==> src/rtl/pc_sequencer.sv <==
// Program counter with sequential increment, branch/jump redirect, stall with a
// pending-redirect buffer, trap entry/return and misaligned-target trapping.
module pc_sequencer #(
  parameter int               WIDTH        = 32,
  parameter logic [WIDTH-1:0] RESET_VECTOR = 'h00001000,
  parameter logic [WIDTH-1:0] TRAP_VECTOR  = 'h00000080,
  parameter int               STEP         = 4
) (
  input  logic             Clk,
  input  logic             Rst_n,
  input  logic             Stall,
  input  logic             BranchTaken,
  input  logic [WIDTH-1:0] BranchTarget,
  input  logic             Jump,
  input  logic [WIDTH-1:0] JumpTarget,
  input  logic             Trap,
  input  logic             TrapReturn,
  output logic [WIDTH-1:0] PCOut,
  output logic [WIDTH-1:0] PCPlus,
  output logic [WIDTH-1:0] EPC,
  output logic             Valid,
  output logic             Misaligned
);

  localparam logic [WIDTH-1:0] STEP_W     = WIDTH'(STEP);
  localparam logic [WIDTH-1:0] ALIGN_MASK = STEP_W - 1'b1;

  typedef enum logic [1:0] {BOOT, RUN, HOLD} state_t;

  state_t           state;
  logic [WIDTH-1:0] pending;

  logic             req_valid;
  logic [WIDTH-1:0] req_target;
  logic [WIDTH-1:0] load_target;
  logic             load_bad;

  assign PCPlus = PCOut + STEP_W;

  // Redirect request priority: TrapReturn > Jump > BranchTaken.
  always_comb begin
    req_valid  = TrapReturn | Jump | BranchTaken;
    req_target = BranchTarget;
    if (TrapReturn) begin
      req_target = EPC;
    end else if (Jump) begin
      req_target = JumpTarget;
    end
  end

  // The target that would load this edge: the buffered one when leaving HOLD.
  always_comb begin
    load_target = (state == HOLD) ? pending : req_target;
    load_bad    = |(load_target & ALIGN_MASK);
  end

  always_ff @(posedge Clk or negedge Rst_n) begin
    if (!Rst_n) begin
      state      <= BOOT;
      PCOut      <= RESET_VECTOR;
      EPC        <= '0;
      Valid      <= 1'b0;
      Misaligned <= 1'b0;
      pending    <= '0;
    end else begin
      Misaligned <= 1'b0;
      case (state)
        BOOT: begin
          state <= RUN;
          Valid <= 1'b1;
        end
        RUN: begin
          if (Trap) begin
            PCOut <= TRAP_VECTOR;
            EPC   <= PCOut;
          end else if (Stall) begin
            if (req_valid) begin
              pending <= req_target;
              state   <= HOLD;
            end
          end else if (req_valid) begin
            if (load_bad) begin
              PCOut      <= TRAP_VECTOR;
              EPC        <= PCOut;
              Misaligned <= 1'b1;
            end else begin
              PCOut <= load_target;
            end
          end else begin
            PCOut <= PCPlus;
          end
        end
        HOLD: begin
          if (Trap) begin
            PCOut   <= TRAP_VECTOR;
            EPC     <= PCOut;
            pending <= '0;
            state   <= RUN;
          end else if (Stall) begin
            if (req_valid) begin
              pending <= req_target;
            end
          end else begin
            if (load_bad) begin
              PCOut      <= TRAP_VECTOR;
              EPC        <= PCOut;
              Misaligned <= 1'b1;
            end else begin
              PCOut <= load_target;
            end
            pending <= '0;
            state   <= RUN;
          end
        end
        default: begin
          state <= BOOT;
        end
      endcase
    end
  end

endmodule

==> config.mk <==
export PLATFORM = sky130hd
export DESIGN_NAME = pc_sequencer
export DESIGN_NICKNAME = d
export VERILOG_FILES = /design/src/rtl/pc_sequencer.sv
export SDC_FILE = /design/constraint.sdc
export NUM_CORES = 1
export LEC_CHECK = 0
export CAP_MARGIN = 0
export CORE_MARGIN = 5
export CORE_UTILIZATION = 55
export DETAILED_ROUTE_END_ITERATION = 10
export DONT_BUFFER_PORTS = 1
export GPL_TIMING_DRIVEN = 0
export PLACE_DENSITY = 0.7
export SYNTH_ARGS = -nofsm -noshare
export SYNTH_HDL_FRONTEND = slang
export SYNTH_SLANG_ARGS = --single-unit
export TNS_END_PERCENT = 100
==> constraint.sdc <==
create_clock -name Clk -period 2.4 [get_ports Clk]
set_input_delay 0.24 -clock Clk [delete_from_list [all_inputs] [get_ports Clk]]
set_output_delay 0.24 -clock Clk [all_outputs]
set_load 0.01 [all_outputs]
==> results of run 1 <==
[cell usage in the layout (no fill, tap or decap), types with 8 or more instances in the layout]
master and instances:
mux2i_1 26, buf_4 23, a22o_1 9, buf_6 8, clkbuf_1 20, dfrtp_2 11, a21oi_1 62, mux2_2 36
nand2_1 124, o211ai_1 8, nor3_1 10, dfrtp_1 88, clkbuf_8 10, o21ai_0 63, nor2_1 32
[flip-flops by register name, indices dropped and copies added, names as in the netlist]
signal      flops
pending        32
Misaligned      1
EPC            32
state           2
PCOut          32
Valid           1
[power by group through the flow]
stage | combinational [uW] | sequential [uW] | clock [uW]
floorplan | 2580 | 2910 | 0
global placement | 3510 | 3090 | 0
detailed placement | 3600 | 3130 | 0
CTS | 3770 | 3120 | 1180
global route | 4220 | 3250 | 1250
finish | 3960 | 3170 | 1190
[cells by family after synthesis]
group                      share of synthesized area (%)
and+or+nand+nor                                    18.03
AOI/OAI and AO/OA                                  20.18
DFF                                                41.75
muxes                                              11.10
buffers and inverters                              4.173
xor gates and xnor gates                           3.943
adders and majority gates                         0.8346
[stage by stage]
| stage | hold slack (ps) | power, uW | setup TNS (ps) |
|---|---|---|---|
| 3_5_place_dp | -52.31 | 6733 | -24550 |
| 5_1_grt | -474.9 | 8725 | -2831 |
| 2_1_floorplan | -55.59 | 5490 | 0 |
| 3_3_place_gp | -52.95 | 6597 | -22410 |
| 6_report | -465.9 | 8321 | -1987 |
| 4_1_cts | -468.1 | 8077 | -2654 |
[worst paths after layout]
check | to | slack [ps] | cells past startpoint
max | PCPlus[31] | -280 | 5
min | EPC[2] | -470 | 0
max reg2reg | PCOut[29] | -170 | 9
min reg2reg | pending[3] | 530 | 2
max in group asynchronous | PCOut[12] | 2630 | 0
min in group Clk | pending[28] | 150 | 3
[critical path, stage by stage (launching register included)]
cell and delay (ps):
dfstp_2 640, and4_4 250, nand4_1 180, or4_4 510
or3_4 370, nand2_4 90
[per-layer routing]
metal | vias up | global-route usage [%] | routed length [um]
met5 | - | 0 | 0
met3 | 57 | 6.765 | 2380
met2 | 376 | 52.19 | 10290
met4 | 0 | 14.09 | 797
met1 | 2831 | 42.73 | 8326
li1 | 2496 | - | -
[area by class of cell]
| class | instances | area, um^2 |
|---|---|---|
| inverters | 7 | 26.28 |
| plain buffers | 46 | 255.2 |
| flip-flops and latches | 100 | 2517 |
| clock inverters | 6 | 71.32 |
| well taps | 140 | 175.2 |
| fillers | 902 | 3770 |
| clock buffers | 10 | 137.6 |
| multi-input cells | 524 | 3571 |
| repair buffers | 25 | 221.5 |
[repair_timing]
item / 4_1_cts / 5_1_grt
pin swaps: 10 / 14
endpoints found under the hold margin: 101 / 100
endpoints found under the setup margin: 92 / 97
gates resized for setup: 55 / 54
buffers inserted: 15 / 10
==> summary.md, run 1 <==
| Metric | Value |
|---|---|
| CTS max path bufs | `2` |
| Internal power | `4276 uW` |
| Worst setup EP type | `primary output` |
| Vias in the first global route | `5650` |
| Synth warn | `0` |
| Final Instance Area | `6975 um^2` |
| Sequential share of power | `38.1%` |
| Largest cells by area after synthesis | `dfrtp_1 41%, nand2_1 7.9%, mux2_2 6.8%` |
| Detailed-route via count | `5760` |
| Max Slew Vio Count | `0` |
| Final GP Congestion | `0.9849` |
| Largest net degree at the start of global routing | `101` |
| Psw | `4045 uW` |
| All-Layer GR Usage | `32.56%` |
| RR Startpoint | `PCOut[12]` |
| Detailed placer's ending HPWL | `15020 um` |
| Critical Path AT | `2440 ps` |
| DRT antenna net count | `0` |
| Post-Synthesis Cells | `680` |
| Drt first pass iters | `8` |
| F_max | `373.1 MHz` |
| Synth cell count leaders | `126 x nand2_1, 99 x dfrtp_1, 64 x o21ai_0` |
| N_diodes | `0` |
| Type of the most critical hold path | `in -> async` |
| Post-synth EDFFs | `0` |
| Final hold vios | `100` |
| Status | `complete, but fails checks` |
| DIE AREA | `13090 um^2` |
| Clock root buffer | `clkbuf_8` |
| Hold slack | `-465.9 ps` |
| Ratio of cells with drive above 1 in the final layout | `22.84%` |
| Async SR Flop Fraction | `100.0%` |
| Final Non-Filler Cells | `858` |
| Initial DRC count | `683` |
| Final nets | `788` |
| # setup viols final | `12` |
| Cell Rows | `38` |
| Gate power share | `47.6%` |
| Syn Nets | `755` |
| DP Worst Slack | `-546.1 ps` |
| Initial antenna violation count | `0` |
| Placed Cells | `820` |
| Sink Count | `100` |
| Most used DFF post-synth | `dfrtp_1` |
| IO Count | `169` |
| Initial Utilization | `55.81%` |
| Final WL | `21800 um` |
| Tmin final | `2681 ps` |
| Leak Pwr | `0.003036 uW` |
| Post-route setup slack | `-280.6 ps` |
| Top-area cell type share of the netlist area | `41.31%` |
| Die width | `114.4 um` |
| Violated checks | `negative hold slack, negative setup slack` |
| DR vias/cell | `6.713` |
| Max IR drop VDD | `0.6037 mV` |
| Die height | `114.4 um` |
| Post-synthesis sequential area ratio | `41.75%` |
| DP Area | `6172 um^2` |
| H-tree depth | `3` |
| Yosys cell types | `61` |
| P per Cell Area | `1193 nW/um^2` |
| Area grow syn2layout | `16.32%` |
| CP Max Fanout | `6` |
| Slew headroom | `46.53%` |
| Clock power frac | `14.3%` |
| Synth area leader | `dfrtp_1` |
| Overflow after GRT | `0` |
| Critical path class | `reg -> out` |
| Worst-margin pin slew | `802.1 ps` |
| Syn avg cell area | `8.819 um^2` |
| Latest clock arrival within the worst-skew pair | `390 ps` |
| Final worst-path cycle share | `111.7%` |
| RSZ-0062 raised after global routing | `yes` |
| Total CTS buffers | `9` |
| Utilization after layout | `64.92%` |
| Worst setup path startpoint | `PCOut[12]` |
| Setup crit start kind | `flip-flop` |
| Number of port buffers | `0` |
| # hold bufs at CTS | `1` |
| CTS clk-pin slew, worst paths | `110 ps` |
| Most common cell in the netlist | `nand2_1` |
| Max-Cap Viols | `0` |
| First-pass GRT wire length | `32610 um` |
| Synthesis-stage register bit count | `100` |
| Post-DR wirelength/cell | `25.41 um` |
| Sw Ratio | `48.61%` |
| Worst Path Required | `2160 ps` |
| CORE AREA | `10750 um^2` |
| Worst clock skew | `14.90 ps` |
| DR DRC count | `0` |
| CTS tree | `built` |
| Post-Syn Area | `5997 um^2` |
(Power assumes the default switching activity.)
==> run 2: changes to the inputs <==
- CAP_MARGIN: 0 -> 10
- RECOVER_POWER: unset -> 25
- SETUP_SLACK_MARGIN: unset -> 0.4
==> run 2 against run 1 <==
- the flow still finishes with violations (negative hold slack, negative setup slack)
- sequential power is 1% higher
- largest power group unchanged
- final cell count is 2.6% higher
- clock power is 6% higher
- die area stayed put
- sequential cell count stayed put
- critical path depth is 1 higher
- non-clock buffer count is 22 higher
- register-to-register slack better by 40 ps
- setup slack worse by 42 ps
- via count is 2.3% higher
- core utilization is 6.1 points higher
- clock skew is 1.1 ps lower
- critical endpoint unchanged
==> summary.md, run 2 (synthesis gave the netlist of run 1 again) <==
| Metric | Value |
|---|---|
| Crit-path cells | `and4_4 > nand4_1 > or4_4 > buf_6 > or3_4 > nand2_4` |
| Most frequent cells in the layout | `119 x nand2_1, 86 x dfrtp_1, 59 x a21oi_1` |
| Leak Pwr | `0.003376 uW (+11%)` |
| Ratio of cells with drive above 1 in the final layout | `31.49% (+8.6 points)` |
| DR DRC count | `0 (unchanged)` |
| Clock root buffer | `clkbuf_8` |
| CTS max path bufs | `2 (unchanged)` |
| Detailed placer's ending HPWL | `14570 um (-3.0%)` |
| Violated checks | `negative hold slack, negative setup slack` |
| CP Max Fanout | `6 (unchanged)` |
| Largest regs | `EPC x32, PCOut x32, pending x32` |
| Final Non-Filler Cells | `880 (+2.6%)` |
| Type of the most critical hold path | `in -> async` |
| Slew headroom | `50.21% (+3.7 points)` |
| Critical path class | `reg -> out` |
| Overflow after GRT | `0 (unchanged)` |
| Post-route setup slack | `-322.7 ps (-42.14 ps)` |
| Drt first pass iters | `5 (-3)` |
| H-tree depth | `3 (unchanged)` |
| DIE AREA | `13090 um^2 (unchanged)` |
| Hold slack | `-477.6 ps (-11.73 ps)` |
| Worst Path Required | `2160 ps (about the same)` |
| Die width | `114.4 um (unchanged)` |
| CP peak stage delay | `630 ps (about the same)` |
| GR Layer Usage met3 | `9.514% (+2.7 points)` |
| Setup crit start kind | `flip-flop` |
| Final nets | `810 (+2.8%)` |
| First-pass GRT wire length | `32950 um (+1.0%)` |
| Sink Count | `100 (unchanged)` |
| # hold bufs at CTS | `1 (unchanged)` |
| Worst-margin pin slew | `746.9 ps (-55.17 ps)` |
| Status | `complete, but fails checks` |
| Max IR drop VDD | `0.6687 mV (+11%)` |
| CTS clk-pin slew, worst paths | `100 ps (about the same)` |
| Met1 global-route usage | `43.83% (+1.1 points)` |
| M2 GR Usage | `52.00% (-0.19 points)` |
| Initial DRC count | `755 (+11%)` |
| Number of port buffers | `0 (unchanged)` |
| Final worst-path cycle share | `113.4% (+1.8 points)` |
| Final GP Congestion | `0.9776 (-0.74%)` |
| Final WL | `22150 um (+1.6%)` |
| CTS tree | `built` |
| Vias in the first global route | `5768 (+2.1%)` |
| Final hold vios | `100 (unchanged)` |
| RSZ-0062 raised after global routing | `yes` |
| P per Cell Area | `1220 nW/um^2 (+2.2%)` |
| Most common cell after layout, fill and taps aside | `nand2_1` |
| Largest net degree at the start of global routing | `101 (unchanged)` |
| Count of buffer and inverter cells on the critical path | `1 (+1)` |
| F_max | `367.3 MHz (-1.5%)` |
| Max-Cap Viols | `0 (unchanged)` |
| Slowest cell on crit path | `dfstp_2` |
| Placed Cells | `820 (unchanged)` |
| GR peak layer | `met2` |
| DRT antenna net count | `0 (unchanged)` |
| CORE AREA | `10750 um^2 (unchanged)` |
| Cell Rows | `38 (unchanged)` |
| IO Count | `169 (unchanged)` |
| Detailed-route via count | `5893 (+2.3%)` |
| Tmin final | `2723 ps (+42.14 ps)` |
| # setup viols final | `14 (+2)` |
| Latest clock arrival within the worst-skew pair | `400 ps (about the same)` |
| Initial antenna violation count | `0 (unchanged)` |
| Die height | `114.4 um (unchanged)` |
| Top delay family on crit path | `simple AND/OR/NAND/NOR gates` |
| Worst setup EP type | `primary output` |
| Area grow syn2layout | `27.23%` |
| Total CTS buffers | `9 (unchanged)` |
| Initial Utilization | `55.81% (unchanged)` |
| All-Layer GR Usage | `33.20% (+0.64 points)` |
| Post-DR wirelength/cell | `25.17 um (-0.93%)` |
| N_diodes | `0 (unchanged)` |
| Worst clock skew | `13.83 ps (-1.069 ps)` |
| DR vias/cell | `6.697 (-0.25%)` |
| Critical Path AT | `2480 ps (+40 ps)` |
| Max Slew Vio Count | `0 (unchanged)` |
run 2: through the flow:
step           area (um^2)  setup WS [ps]  TNS [ps]  power [uW]  utilization [%]
2_1_floorplan         6020          215.1         0        5525                -
4_1_cts               7164         -311.7     -1695        8600            66.67
5_1_grt               7630         -360.6     -3008        9734            71.01
6_report              7630         -322.7     -2166        9306            71.01
3_5_place_dp          6195         -413.4    -14540        6716            57.65
3_3_place_gp          6195         -390.9    -13810        6604            57.65
run 2: final timing paths:
path,start,to,slack (ps),cells after the start
setup / recovery,PCOut[12],PCPlus[31],-320,6
hold / removal,Rst_n,EPC[2],-480,0
setup reg to reg,PCOut[12],PCOut[29],-130,9
hold reg to reg,pending[25],pending[25],530,2
max in group asynchronous,Rst_n,PCOut[12],2620,0
min in group Clk,TrapReturn,pending[0],100,3
run 2: layout make-up:
class                      count  area [um^2]
multi-input combinational    524         3891
clock inverter                 4        73.82
inverter                       7        28.78
buffer                        49        384.1
clock buffer                  12        145.1
sequential                   100         2520
timing repair buffer          44        411.6
fill                         812         3115
tap                          140        175.2
run 2: worst reg2reg max path: cells and delay by family (launching register included):
kind / cells / cell delay (ps)
buffers and inverters: 3 / 420
AO/OA/AOI/OAI: 1 / 170
flip-flops: 1 / 630
AND/OR/NAND/NOR: 5 / 1220
run 2: report_power, final:
group          switching (uW)  internal, uW  total [uW]
registers                 913          2290        3210
logic                    2750          2090        4840
clock network             644           618        1260
run 2: timing repair:
item | 4_1_cts | 5_1_grt
gates resized for setup | 135 | 82
pin swaps | 22 | 21
endpoints found under the hold margin | 101 | 100
setup buffers | 26 | 15
gates cloned | 0 | 2
setup endpoints to repair | 121 | 105
run 2: layer usage:
layer	routed length, um	part of all wire [%]	vias to the layer above
met5	0	0	-
met4	717	3.2	0
met3	2536	11	59
met2	10490	47	422
met1	8412	38	2875
li1	-	-	2537
